[src/rtl/kuz_pkg.sv]
// rtl/kuz_pkg.sv - shared types, GF(2^8) constants and multiply for the Kuznyechik L^-1 datapath
// Contents:
//   kuz_byte_t / kuz_block_t : byte and 128-bit state types
//   GF_POLY                  : low byte of the field polynomial x^8+x^7+x^6+x+1
//   L_COEF[k]                : coefficient multiplying argument byte b_k of the linear function l
//   kuz_state_t              : FSM states of kuz_linv_iter
//   gf_mul(a,b)              : 8x8 field multiply with reduction
package kuz_pkg;

    typedef logic [7:0]   kuz_byte_t;
    typedef logic [127:0] kuz_block_t;

    localparam kuz_byte_t GF_POLY = 8'hC3;

    // L_COEF[15] pairs with b15, L_COEF[0] with b0.
    localparam logic [15:0][7:0] L_COEF = {
        8'd148, 8'd32,  8'd133, 8'd16,
        8'd194, 8'd192, 8'd1,   8'd251,
        8'd1,   8'd192, 8'd194, 8'd16,
        8'd133, 8'd32,  8'd148, 8'd1
    };

    typedef enum logic [1:0] {
        ST_IDLE = 2'd0,
        ST_RUN  = 2'd1,
        ST_DONE = 2'd2
    } kuz_state_t;

    // Shift-and-add multiply; the multiplicand is reduced each time it overflows bit 7.
    function automatic kuz_byte_t gf_mul(input kuz_byte_t a, input kuz_byte_t b);
        kuz_byte_t w_acc;
        kuz_byte_t w_a;
        w_acc = '0;
        w_a   = a;
        for (int i = 0; i < 8; i++) begin
            if (b[i]) begin
                w_acc = w_acc ^ w_a;
            end
            w_a = w_a[7] ? ({w_a[6:0], 1'b0} ^ GF_POLY) : {w_a[6:0], 1'b0};
        end
        return w_acc;
    endfunction

endpackage

[src/rtl/kuz_linv_step.sv]
// rtl/kuz_linv_step.sv - one combinational R^-1 step of the Kuznyechik inverse linear transform
// Ports:
//   i_state  in  128  state a15..a0 (a15 = bits [127:120])
//   o_state  out 128  a14..a0 || l(a14,..,a0,a15)
module kuz_linv_step
    import kuz_pkg::*;
(
    input  logic [127:0] i_state,
    output logic [127:0] o_state
);

    kuz_byte_t w_new;

    // Argument b_k of l is a_(k-1) for k>=1 and the outgoing a15 for k=0.
    always_comb begin
        w_new = '0;
        w_new = w_new ^ gf_mul(i_state[127:120], L_COEF[0]);
        for (int k = 1; k < 16; k++) begin
            w_new = w_new ^ gf_mul(i_state[8*(k-1) +: 8], L_COEF[k]);
        end
    end

    assign o_state = {i_state[119:0], w_new};

endmodule

[src/rtl/kuz_linv_iter.sv]
// rtl/kuz_linv_iter.sv - iterative Kuznyechik L^-1 (16 x R^-1) with valid/ready on both sides
// Parameter STEPS_PER_CYCLE (1,2,4,8,16): R^-1 steps unrolled per clock.
// Optional macro KUZ_LINV_BYPASS_EN adds in_bypass: the block goes straight to DONE unmodified.
// Ports:
//   clk, rst          clock (rising edge), asynchronous active-high reset
//   in_valid/in_ready input handshake, in_data 128-bit state (a15 = [127:120])
//   in_bypass         (KUZ_LINV_BYPASS_EN only) pass in_data through untransformed
//   out_valid/out_ready output handshake, out_data = L^-1(in_data)
module kuz_linv_iter
    import kuz_pkg::*;
#(
    parameter int STEPS_PER_CYCLE = 1
)(
    input  logic         clk,
    input  logic         rst,
    input  logic         in_valid,
    output logic         in_ready,
    input  logic [127:0] in_data,
`ifdef KUZ_LINV_BYPASS_EN
    input  logic         in_bypass,
`endif
    output logic         out_valid,
    input  logic         out_ready,
    output logic [127:0] out_data
);

    generate
        if (STEPS_PER_CYCLE != 1 && STEPS_PER_CYCLE != 2 && STEPS_PER_CYCLE != 4 &&
            STEPS_PER_CYCLE != 8 && STEPS_PER_CYCLE != 16) begin : g_bad_param
            $error("kuz_linv_iter: STEPS_PER_CYCLE must be 1, 2, 4, 8 or 16");
        end
    endgenerate

    localparam logic [4:0] STEP_INC = 5'(STEPS_PER_CYCLE);

    kuz_state_t r_state;
    logic [4:0] r_cnt;
    kuz_block_t r_work;
    logic       r_out_valid;
    kuz_block_t r_out_data;

    logic [STEPS_PER_CYCLE:0][127:0] w_chain;
    logic [4:0]                      w_cnt_next;
    logic                            w_in_ready;
    logic                            w_bypass;

`ifdef KUZ_LINV_BYPASS_EN
    assign w_bypass = in_bypass;
`else
    assign w_bypass = 1'b0;
`endif

    assign w_chain[0] = r_work;

    generate
        for (genvar g = 0; g < STEPS_PER_CYCLE; g++) begin : g_step
            kuz_linv_step u_step (
                .i_state (w_chain[g]),
                .o_state (w_chain[g+1])
            );
        end
    endgenerate

    assign w_cnt_next = r_cnt + STEP_INC;

    // DONE can accept the next block on the same edge that hands off the result.
    assign w_in_ready = (r_state == ST_IDLE) || (r_state == ST_DONE && out_ready);

    always_ff @(posedge clk or posedge rst) begin
        if (rst) begin
            r_state     <= ST_IDLE;
            r_cnt       <= '0;
            r_work      <= '0;
            r_out_valid <= 1'b0;
            r_out_data  <= '0;
        end else begin
            case (r_state)
                ST_IDLE, ST_DONE: begin
                    if (r_state == ST_DONE && out_ready) begin
                        r_out_valid <= 1'b0;
                        r_state     <= ST_IDLE;
                    end
                    // A load overrides the release above so back-to-back blocks have no bubble.
                    if (in_valid && w_in_ready) begin
                        if (w_bypass) begin
                            r_out_data  <= in_data;
                            r_out_valid <= 1'b1;
                            r_state     <= ST_DONE;
                        end else begin
                            r_work      <= in_data;
                            r_cnt       <= '0;
                            r_out_valid <= 1'b0;
                            r_state     <= ST_RUN;
                        end
                    end
                end
                ST_RUN: begin
                    r_work <= w_chain[STEPS_PER_CYCLE];
                    r_cnt  <= w_cnt_next;
                    if (w_cnt_next == 5'd16) begin
                        r_out_data  <= w_chain[STEPS_PER_CYCLE];
                        r_out_valid <= 1'b1;
                        r_state     <= ST_DONE;
                    end
                end
                default: begin
                    r_state <= ST_IDLE;
                end
            endcase
        end
    end

    assign in_ready  = w_in_ready;
    assign out_valid = r_out_valid;
    assign out_data  = r_out_data;

endmodule
[config.mk]
export PLATFORM = sky130hd
export DESIGN_NAME = kuz_linv_iter
export DESIGN_NICKNAME = d
export VERILOG_FILES = /design/src/rtl/kuz_pkg.sv /design/src/rtl/kuz_linv_step.sv /design/src/rtl/kuz_linv_iter.sv
export SDC_FILE = /design/constraint.sdc
export NUM_CORES = 1
export LEC_CHECK = 0
export ABC_CLOCK_PERIOD_IN_PS = 15450
export BUFFER_PORTS_ARGS = -buffer_cell sky130_fd_sc_hd__buf_2
export CORE_UTILIZATION = 35
export CTS_CLUSTER_SIZE = 20
export DETAILED_ROUTE_END_ITERATION = 10
export HOLD_SLACK_MARGIN = 0.08
export MAX_ROUTING_LAYER = met4
export PLACE_DENSITY_LB_ADDON = 0.25
export SETUP_SLACK_MARGIN = 0.4
export SYNTH_ARGS = -nofsm -noshare
export SYNTH_HDL_FRONTEND = slang
export SYNTH_SLANG_ARGS = --single-unit
[constraint.sdc]
create_clock -name clk -period 15.45 [get_ports clk]
set_input_delay 4.635 -clock clk [delete_from_list [all_inputs] [get_ports clk]]
set_output_delay 4.635 -clock clk [all_outputs]
set_load 0.01 [all_outputs]
==> results.md, run 1 <==
- Die height: 197.2 um
- Fin. Hold Viols: 0
- Worst r2r src: r_state[1]
- Crit path capture type: output port
- YS warnings: 0
- Max-cap violation count: 0
- Vias in the first global route: 9051
- Crit Path Category: input pin to output port
- Final WL: 40.14 mm
- GPL Wtd Cong: about 0.9
- Clk_lat worst skew: 560 ps
- Resized cells post-CTS: 0
- Antenna Violating Nets Remaining: 0
- Vias/cell: between 4 and 5
- Startpoint Class: input pin
- Std-Cell Rows: 71
- Cell at the slowest stage of the critical path: a21oi_1
- Layout cell share with drive strength beyond 1: roughly a third
- Worst Setup EP: in_ready
- Maximum root-to-sink buffer count: 3
- Reg2Reg Depth: 5
- Synth-to-Final Area Change: 21.06%
- Crit-path cells: buf_2 > inv_1 > a21oi_1 > buf_2
- Vias: 8854
- Overall Global Routing Usage: 21.46%
- Top cells by area, synth: dfrtp_1 (50%), mux2_2 (11%), mux2i_1 (9.6%)
- Initial Util: 35.47%
- DRC: 0
- Antenna violations before repair: 2
- Worst hold path class: flip-flop to flip-flop
- Worst-Margin Slew: between 1000 and 1500 ps
- Die area: 38870 sq um
- Asr flop ratio synth: 100.0%
- H-Tree Depth: 1
- Rel. slew slack: around 22%
- Reg2Reg Setup Slack: between 10000 and 15000 ps
- WL/cell: between 20 and 25 um
- Clock transition at path regs: 60 ps
- First-pass GRT wire length: 59.54 mm
- Setup TNS: 0 ps
- Top_reg_cell synth: dfrtp_1
- Post-CTS Hold Buffers: 0
- Grt ovf: 0
- CTS sink count: 264
- CP max FO: 3
- Synthesis-stage register bit count: 264
- Commonest cells in the netlist: dfrtp_1 (264), nand2_1 (137), xnor2_1 (136)
- Post-synth EDFFs: 0
- Post-synthesis cell count: 1100
- DR pass1 iterations: 4
- Critical Path Source: out_ready
- Detail Placement HPWL: 28.88 mm
- Final Skew: approximately 17 ps
- Critical path's largest stage delay: 200 ps
- Status: completed
- RSZ-0062 raised after global routing: no
- Synth top area share: around half
- Syn_nets: 1234
- Final setup fails: 0
- CTS tree: yes
- Syn Area/Cell: roughly 12 sq um
- Crit path time final: 9751 ps
- Nets: roughly 1500
- Slew Viols, Final: 0
- # IOs: 262
- Post-synthesis sequential area ratio: 49.56%
- Largest net degree at the start of global routing: around 260
- Unique masters post-synth: 27
- Core Box Area: about 38000 sq um
- Final Cycle Share: about 63%
- Num CTS Buffers: 30
- WP data required: approximately 11000 ps
- Critical R2R Capture: out_data[57]
- Clock Tree Root: clkbuf_16
- Most frequent cell after synthesis: dfrtp_1
- CP arrival: 5120 ps
- Die width: roughly 200 um
- Most used cell along the critical path: buf_2
- Port bufs: about 260
- Post-synth top area cell: dfrtp_1
- First-iteration detailed-routing DRC count: 518
- Achievable Freq: 102.6 MHz
- Postcts setup bufs: 0
- Synthesized area: 13330 sq um
==> sequential cells by signal, summed over array words and instances (netlist names) <==
signal	flops
out_data	128
out_valid	1
r_cnt	5
r_state	2
r_work	128
==> kinds of logic (layout without fill, tap and decap cells) <==
| family | count (synthesis) | count (layout) | share of synthesized area [%] |
|---|---|---|---|
| AND/OR/NAND/NOR | 151 | 151 | 4.412 |
| AO/OA/AOI/OAI | 141 | 141 | 5.407 |
| XOR/XNOR | 207 | 207 | 17.73 |
| flip-flops | 264 | 264 | 49.56 |
| multiplexers | 256 | 256 | 20.43 |
| other | 0 | 2 | 0 |
| adder cells (fa/ha/maj) | 2 | 2 | 0.1877 |
| buffers and inverters | 79 | 324 | 2.272 |
==> stage by stage <==
stage,setup slack (ps),cells,hold slack [ps],cell area (sq um),utilization [%]
6_report,5699,1858,474.0,16140,42.94
5_1_grt,5636,1858,512.6,16140,42.94
4_1_cts,5692,1856,477.2,16130,42.93
3_5_place_dp,5692,1801,463.2,15060,40.08
3_3_place_gp,5699,1801,464.6,15060,40.08
2_1_floorplan,3546,1100,490.1,13330,-
==> worst min-delay path by stage <==
stage               slack, ps      endpoint         start  depth (start not counted)
floorplan                 490    r_work[21]    r_work[13]                          2
global route              510  out_data[19]  out_data[19]                          1
CTS                       480     out_valid     out_valid                          2
global placement          460     out_valid     out_valid                          2
finish                    470     out_valid     out_valid                          2
detailed placement        460     out_valid     out_valid                          2
==> critical path, delay by kind of cell <==
family / cells / cell delay (ps)
buffers and inverters: 3 / 280
AO/OA/AOI/OAI: 1 / 200
==> final cells by class <==
type,count,area [sq um]
diodes,2,5.005
inverters,2,15.01
repair buffers,267,1364
clock inverters,17,217.7
flip-flops and latches,264,6606
well taps,511,639.4
clock buffers,38,852.1
fillers,3573,21440
multi-input cells,757,6437
==> cell usage in the layout, fill, tap and decap left out, drive strengths merged <==
master	instances
nand2	137
o21ai	132
mux2	128
nand3	1
diode	2
a31oi	2
nand2b	2
and2	1
nor2	6
o22ai	2
ha	2
nor4b	1
clkinv	12
inv	2
xnor3	40
a21oi	1
xor2	31
xnor2	136
nand4	1
buf	267
dfrtp	264
mux2i	128
a21o	3
bufinv	5
nor2b	2
o21bai	1
clkbuf	38
==> metal layers <==
metal | up-vias | global-route usage (%) | share of wire (%)
met5 | - | - | 0
met4 | 0 | 4.536 | 1.4
met3 | 40 | 2.698 | 4.1
met2 | 207 | 34.20 | 48
met1 | 4418 | 29.35 | 47
li1 | 4189 | - | -
Power of run 1 is not shown: default switching activity piles up to over one toggle a cycle in this logic, so the estimate is an artifact.
==> run 2, diff against run 1 <==
--- a/config.mk
+++ b/config.mk
@@ -5,7 +5,8 @@
 export SDC_FILE = /design/constraint.sdc
 export NUM_CORES = 1
 export LEC_CHECK = 0
-export ABC_CLOCK_PERIOD_IN_PS = 15450
+export ABC_AREA = 1
+export ABC_CLOCK_PERIOD_IN_PS = 8300
 export BUFFER_PORTS_ARGS = -buffer_cell sky130_fd_sc_hd__buf_2
 export CORE_UTILIZATION = 35
 export CTS_CLUSTER_SIZE = 20
==> constraint.sdc (replaced) <==
create_clock -name clk -period 8.3 [get_ports clk]
set_input_delay 2.49 -clock clk [delete_from_list [all_inputs] [get_ports clk]]
set_output_delay 2.49 -clock clk [all_outputs]
set_load 0.01 [all_outputs]
==> run 2 against run 1 <==
- die area increased by 14%
- non-clock buffer count increased by 4
- cell count increased by 47%
- clock-buffer cell count increased by 3
- largest cell class is now multi-input gates
- via count increased by 52%
- register-to-register slack got worse by 7200 ps
==> results.md, run 2 <==
- Antenna Violating Nets Remaining: 0 (unchanged)
- Clock transition at path regs: 60 ps (about the same)
- Unique masters post-synth: 35 (was 27)
- Overall Global Routing Usage: 22.60% (was 21.46%)
- Post-synthesis compound-gate area fraction: 11.31% (was 5.407%)
- Synthesized area: 15210 sq um (was 13330 sq um)
- Layout cell share with drive strength beyond 1: 16.93% (was 33.53%)
- Post-Synth XOR/XNOR Area: 12.80% (was 17.73%)
- Post-synthesis mux area share: 0% (was 20.43%)
- WHS: 474.9 ps (was 474.0 ps)
- Max-cap violation count: 0 (unchanged)
- Vias in the first global route: 13060 (was 9051)
- Antenna cells: 0 (was 2)
- Startpoint Class: input pin (unchanged)
- Top cells by area, synth: dfrtp_1 (43%), nand2_1 (14%), xor2_1 (7.8%) (was dfrtp_1 (50%), mux2_2 (11%), mux2i_1 (9.6%))
- # IOs: 262 (unchanged)
- Crit Path Category: input pin to output port (unchanged)
- Synthesis-stage register bit count: 264 (unchanged)
- H-Tree Depth: 1 (unchanged)
- Vias/cell: 4.932 (was 4.765)
- Std-Cell Rows: 76 (was 71)
- Post-synthesis sequential area ratio: 43.44% (was 49.56%)
- Post-Synth Adder-Cell Area: 0.1645% (was 0.1877%)
- Detail Placement HPWL: 36.34 mm (was 28.88 mm)
- CTS tree: yes (unchanged)
- DR pass1 iterations: 5 (was 4)
- Synth top area share: 43.44% (was 49.56%)
- Most frequent cells in the layout: nand2_1 (567), dfrtp_1 (264), buf_2 (261) (was dfrtp_1 (264), buf_2 (261), xnor2_1 (136), nand2_1 (136), o21ai_0 (132))
- Crit path capture type: output port (unchanged)
- Most common cell after layout, fill and taps aside: nand2_1 (was dfrtp_1)
- Post-synthesis cell count: 1921 (was 1100)
- Fin. Hold Viols: 0 (unchanged)
- WL/cell: 17.82 um (was 21.61 um)
- Largest family of logic cells by synthesized area: simple AND/OR/NAND/NOR gates (was multiplexers)
- Asr flop ratio synth: 100.0% (unchanged)
- Cell at the slowest stage of the critical path: a21oi_1 (unchanged)
- Commonest cells in the netlist: nand2_1 (568), dfrtp_1 (264), inv_1 (205) (was dfrtp_1 (264), nand2_1 (137), xnor2_1 (136))
- Fill cell count: 4435 (was 3573)
- Die width: 210.5 um (was 197.2 um)
- YS warnings: 0 (unchanged)
- Postcts setup bufs: 0 (unchanged)
- Slew Viols, Final: 0 (unchanged)
- Crit path time final: between 5000 and 6000 ps
- Port bufs: 261 (unchanged)
- Nets: 2261 (was 1456)
- CP arrival: 3070 ps (was 5120 ps)
- Critical path's largest stage delay: 270 ps (was 200 ps)
- Syn_nets: 2055 (was 1234)
- Final Cycle Share: approximately two thirds
- Num CTS Buffers: 30 (unchanged)
- Most frequent cell after synthesis: nand2_1 (was dfrtp_1)
- Final Skew: 14.97 ps (was 16.82 ps)
- DRC: 0 (unchanged)
- Post-synth EDFFs: 0 (unchanged)
- Grt ovf: 0 (unchanged)
- Status: completed (unchanged)
- Antenna violations before repair: 0 (was 2)
- Final setup fails: 0 (unchanged)
- Top_reg_cell synth: dfrtp_1 (unchanged)
- Cell family with most CP delay: buffers and inverters (unchanged)
- First-pass GRT wire length: 75.64 mm (was 59.54 mm)
- Largest net degree at the start of global routing: 144 (was 262)
- Post-CTS Hold Buffers: 0 (unchanged)
- Setup TNS: 0 ps (unchanged)
- Worst hold path class: flip-flop to flip-flop (unchanged)
- Resized cells post-CTS: 0 (unchanged)
- Syn Area/Cell: 7.918 sq um (was 12.12 sq um)
- Worst-Margin Slew: 1011 ps (was 1164 ps)
- Maximum root-to-sink buffer count: 3 (unchanged)
- Most used cell along the critical path: buf_2 (unchanged)
- Synth-to-Final Area Change: 17.79% (was 21.06%)
- Achievable Freq: between 150 and 200 MHz
- Rel. slew slack: 32.61% (was 22.37%)
- WP data required: 5810 ps (was 10820 ps)
- Simple-gate share of the synthesized area: 24.42% (was 4.412%)
- Post-synth top area cell: dfrtp_1 (unchanged)
- Die height: 210.5 um (was 197.2 um)
- GPL Wtd Cong: 0.8410 (was 0.9036)
- RSZ-0062 raised after global routing: no (unchanged)
- Critical path buffers and inverters: 3 (unchanged)
- Clock Tree Root: clkbuf_16 (unchanged)
- Die area: 44290 sq um (was 38870 sq um)
- Crit-path cells: buf_2 > inv_1 > a21oi_1 > buf_2 (unchanged)
- CP max FO: 3 (unchanged)
- Vias: 13490 (was 8854)
- Clk_lat worst skew: 580 ps (was 560 ps)
- Initial Util: 35.39% (was 35.47%)
- CTS sink count: 264 (unchanged)
- Core Box Area: 42980 sq um (was 37580 sq um)
- Final WL: 48.74 mm (was 40.14 mm)
- First-iteration detailed-routing DRC count: 841 (was 518)
[run 2: through the flow]
step | std cells | setup slack [ps] | utilization, % | instance area [sq um]
3_5_place_dp | 2680 | 2723 | 39.46 | 16960
2_1_floorplan | 1921 | 2326 | - | 15210
5_1_grt | 2735 | 2691 | 41.68 | 17910
3_3_place_gp | 2680 | 2743 | 39.46 | 16960
6_report | 2735 | 2737 | 41.68 | 17910
4_1_cts | 2735 | 2735 | 41.68 | 17910
[run 2: final timing paths]
check,to,cells past startpoint,slack (ps),start
hold reg to reg,out_data[6],2,470,out_data[6]
hold / removal,out_data[6],2,470,out_data[6]
setup / recovery,in_ready,4,2740,out_ready
setup reg to reg,r_work[73],6,4970,r_state[1]
max in group asynchronous,out_data[117],3,4810,rst
min in group asynchronous,out_data[56],2,2040,rst
[run 2: cells by family (layout without fill, tap and decap cells)]
logic type | Yosys count | count (layout)
adder cells (fa/ha/maj) | 2 | 2
AO/OA/AOI/OAI | 253 | 253
flip-flops | 264 | 264
XOR/XNOR | 215 | 215
AND/OR/NAND/NOR | 879 | 879
buffers and inverters | 308 | 537
[run 2: routing by layer]
metal,track usage (%),vias to the layer above,routed length [um],share of wire (%)
li1,-,6681,-,-
met1,31.28,6455,23280,48
met2,36.06,300,22980,47
met3,2.235,54,1734,3.6
met4,4.473,0,746,1.5
met5,-,-,0,0
[run 2: final cells by class]
class / instances / area, sq um / share of cell area (%)
multi-input combinational: 1349 / 7421 / 41.42
sequential: 264 / 6606 / 36.88
timing repair buffer: 271 / 1394 / 7.780
clock buffer: 41 / 842.1 / 4.700
inverter: 211 / 808.3 / 4.512
tap: 585 / 732.0 / 4.086
clock inverter: 14 / 111.4 / 0.6216
[run 2: worst reg2reg max path, delay by kind of cell (launching register included)]
family / cells / cell delay, ps
AND/OR/NAND/NOR: 2 / 980
AO/OA/AOI/OAI: 2 / 420
buffers and inverters: 2 / 1330
flip-flops: 1 / 430
Power of run 2 is left out for the same reason.
==> run 3, diff against run 2 <==
--- a/config.mk
+++ b/config.mk
@@ -6,7 +6,7 @@
 export NUM_CORES = 1
 export LEC_CHECK = 0
 export ABC_AREA = 1
-export ABC_CLOCK_PERIOD_IN_PS = 8300
+export ABC_CLOCK_PERIOD_IN_PS = 5450
 export BUFFER_PORTS_ARGS = -buffer_cell sky130_fd_sc_hd__buf_2
 export CORE_UTILIZATION = 35
 export CTS_CLUSTER_SIZE = 20
==> constraint.sdc (replaced) <==
create_clock -name clk -period 5.45 [get_ports clk]
set_input_delay 1.635 -clock clk [delete_from_list [all_inputs] [get_ports clk]]
set_output_delay 1.635 -clock clk [all_outputs]
set_load 0.01 [all_outputs]
==> run 3 against run 2 <==
- core utilization grew 0.41 points
- clock skew is essentially flat
- critical path depth is the same
- final area grew 0.98%
- routed wire length grew 0.75%
- non-clock buffer count grew 5
- highest routed layer unchanged
==> results.md, run 3 (synthesis results as in run 2) <==
- Reg2Reg Setup Slack: 2130 ps (was 4970 ps)
- CP max FO: 3 (unchanged)
- Vias/cell: 4.933 (was 4.932)
- RSZ-0062 raised after global routing: no (unchanged)
- Rel. slew slack: 32.82% (was 32.61%)
- Clock transition at path regs: 60 ps (about the same)
- WL/cell: 17.92 um (was 17.82 um)
- Final Cycle Share: 70.98%
- Multi-input logic area: 7421 sq um (unchanged)
- Hold Crit Depth: 2 (unchanged)
- M3 GR Usage: 2.384% (was 2.235%)
- Resized cells post-CTS: 0 (unchanged)
- Vias: 13520 (was 13490)
- Die area: 44290 sq um (unchanged)
- Max-cap violation count: 0 (unchanged)
- CTS tree: yes (unchanged)
- Num CTS Buffers: 30 (unchanged)
- CTS sink count: 264 (unchanged)
- WP data required: 3820 ps (was 5810 ps)
- Worst hold path class: flip-flop to flip-flop (unchanged)
- Most common cell after layout, fill and taps aside: nand2_1 (unchanged)
- Setup TNS: 0 ps (unchanged)
- Status: completed (unchanged)
- Crit path capture type: output port (unchanged)
- Std-Cell Rows: 76 (unchanged)
- Port bufs: 261 (unchanged)
- Antenna violations before repair: 1 (was 0)
- Vias in the first global route: 13240 (was 13060)
- Hold path start: out_data[6] (unchanged)
- Critical R2R Capture: out_data[74] (was r_work[73])
- GR Layer Usage met2: 37.18% (was 36.06%)
- Register area: 6606 sq um (unchanged)
- Grt ovf: 0 (unchanged)
- Core Box Area: 42980 sq um (unchanged)
- GPL Wtd Cong: 0.8653 (was 0.8410)
- CP arrival: 2230 ps (was 3070 ps)
- Final setup fails: 0 (unchanged)
- Worst r2r src: r_cnt[0] (was r_state[1])
- DR pass1 iterations: 5 (unchanged)
- Fin. Hold Viols: 0 (unchanged)
- Fill cell count: 4447 (was 4435)
- Final core occ: 42.09% (was 41.68%)
- Slew Viols, Final: 0 (unchanged)
- Crit Path Category: input pin to output port (unchanged)
- Die height: 210.5 um (unchanged)
- Nets: 2266 (was 2261)
- Largest net degree at the start of global routing: 142 (was 144)
- Startpoint Class: input pin (unchanged)
- Clk_lat worst skew: 570 ps (was 580 ps)
- Worst-Margin Slew: 1008 ps (was 1011 ps)
- Die width: 210.5 um (unchanged)
- First-iteration detailed-routing DRC count: 831 (was 841)
- Post-CTS Hold Buffers: 0 (unchanged)
- Achievable Freq: 258.5 MHz
- Crit path time final: 3868 ps
- Initial Util: 35.39% (unchanged)
- Detail Placement HPWL: 36.71 mm (was 36.34 mm)
- Overall Global Routing Usage: 22.94% (was 22.60%)
- First-pass GRT wire length: 76.71 mm (was 75.64 mm)
- Final Skew: 15.36 ps (was 14.97 ps)
- Final WL: 49.10 mm (was 48.74 mm)
- DRC: 0 (unchanged)
- Reg2Reg Depth: 10 (was 6)
- Antenna Violating Nets Remaining: 0 (unchanged)
- # IOs: 262 (unchanged)
- Met1 Use GR: 31.37% (was 31.28%)
- Hold EP: out_data[6] (unchanged)
- H-Tree Depth: 1 (unchanged)
- Maximum root-to-sink buffer count: 3 (unchanged)
- Clock Tree Root: clkbuf_16 (unchanged)
- Postcts setup bufs: 0 (unchanged)
- Grt peak-use layer: met2 (unchanged)
- Most frequent cells in the layout: nand2_1 (567), dfrtp_1 (264), buf_2 (261) (unchanged)
- Synth-to-Final Area Change: 18.95% (was 17.79%)
- Layout cell share with drive strength beyond 1: 17.04% (was 16.93%)
-- run 3: cell count changes in the layout (fill, tap and decap cells not counted), moves of 2 or more --
cell       delta
clkbuf_8      +2
buf_4         +2
bufinv_16     +3
clkinv_2      -8
buf_12        +3
-- run 3: how the worst max path moves through the flow --
stage | from | end | slack, ps | cells after the start
6_report | out_ready | in_ready | 1580 | 4
5_1_grt | out_ready | in_ready | 1550 | 4
4_1_cts | out_ready | in_ready | 1580 | 4
3_5_place_dp | out_ready | r_work[45] | 1480 | 8
3_3_place_gp | out_ready | r_work[73] | 1560 | 8
2_1_floorplan | rst | out_data[0] | 330 | 1
-- run 3: through the flow --
stage / hold WS (ps) / setup WS (ps) / instances / instance area (sq um)
6_report: 472.9 / 1582 / 2740 / 18090
5_1_grt: 494.9 / 1545 / 2740 / 18090
4_1_cts: 479.3 / 1584 / 2739 / 18090
3_5_place_dp: 461.4 / 1478 / 2685 / 17040
3_3_place_gp: 458.0 / 1560 / 2685 / 17040
2_1_floorplan: 472.2 / 331.5 / 1921 / 15210
-- run 3: cell type report --
cell class | instances | share of cell area, %
multi-input combinational | 1349 | 41.02
sequential | 264 | 36.52
timing repair buffer | 276 | 8.120
clock buffer | 45 | 4.966
inverter | 211 | 4.468
tap | 585 | 4.046
clock inverter | 9 | 0.8507
antenna | 1 | 0.01383
-- run 3: metal layers --
| layer | up-vias | part of all wire [%] |
|---|---|---|
| li1 | 6694 | - |
| met1 | 6465 | 47 |
| met2 | 314 | 48 |
| met3 | 43 | 3.7 |
| met4 | 0 | 1.5 |
| met5 | - | 0 |
-- run 3: worst max-delay path, stage by stage --
cell     delay, ps
buf_2           70
inv_1           40
a21oi_1        280
buf_2          200
Power of run 3 is left out for the same reason.
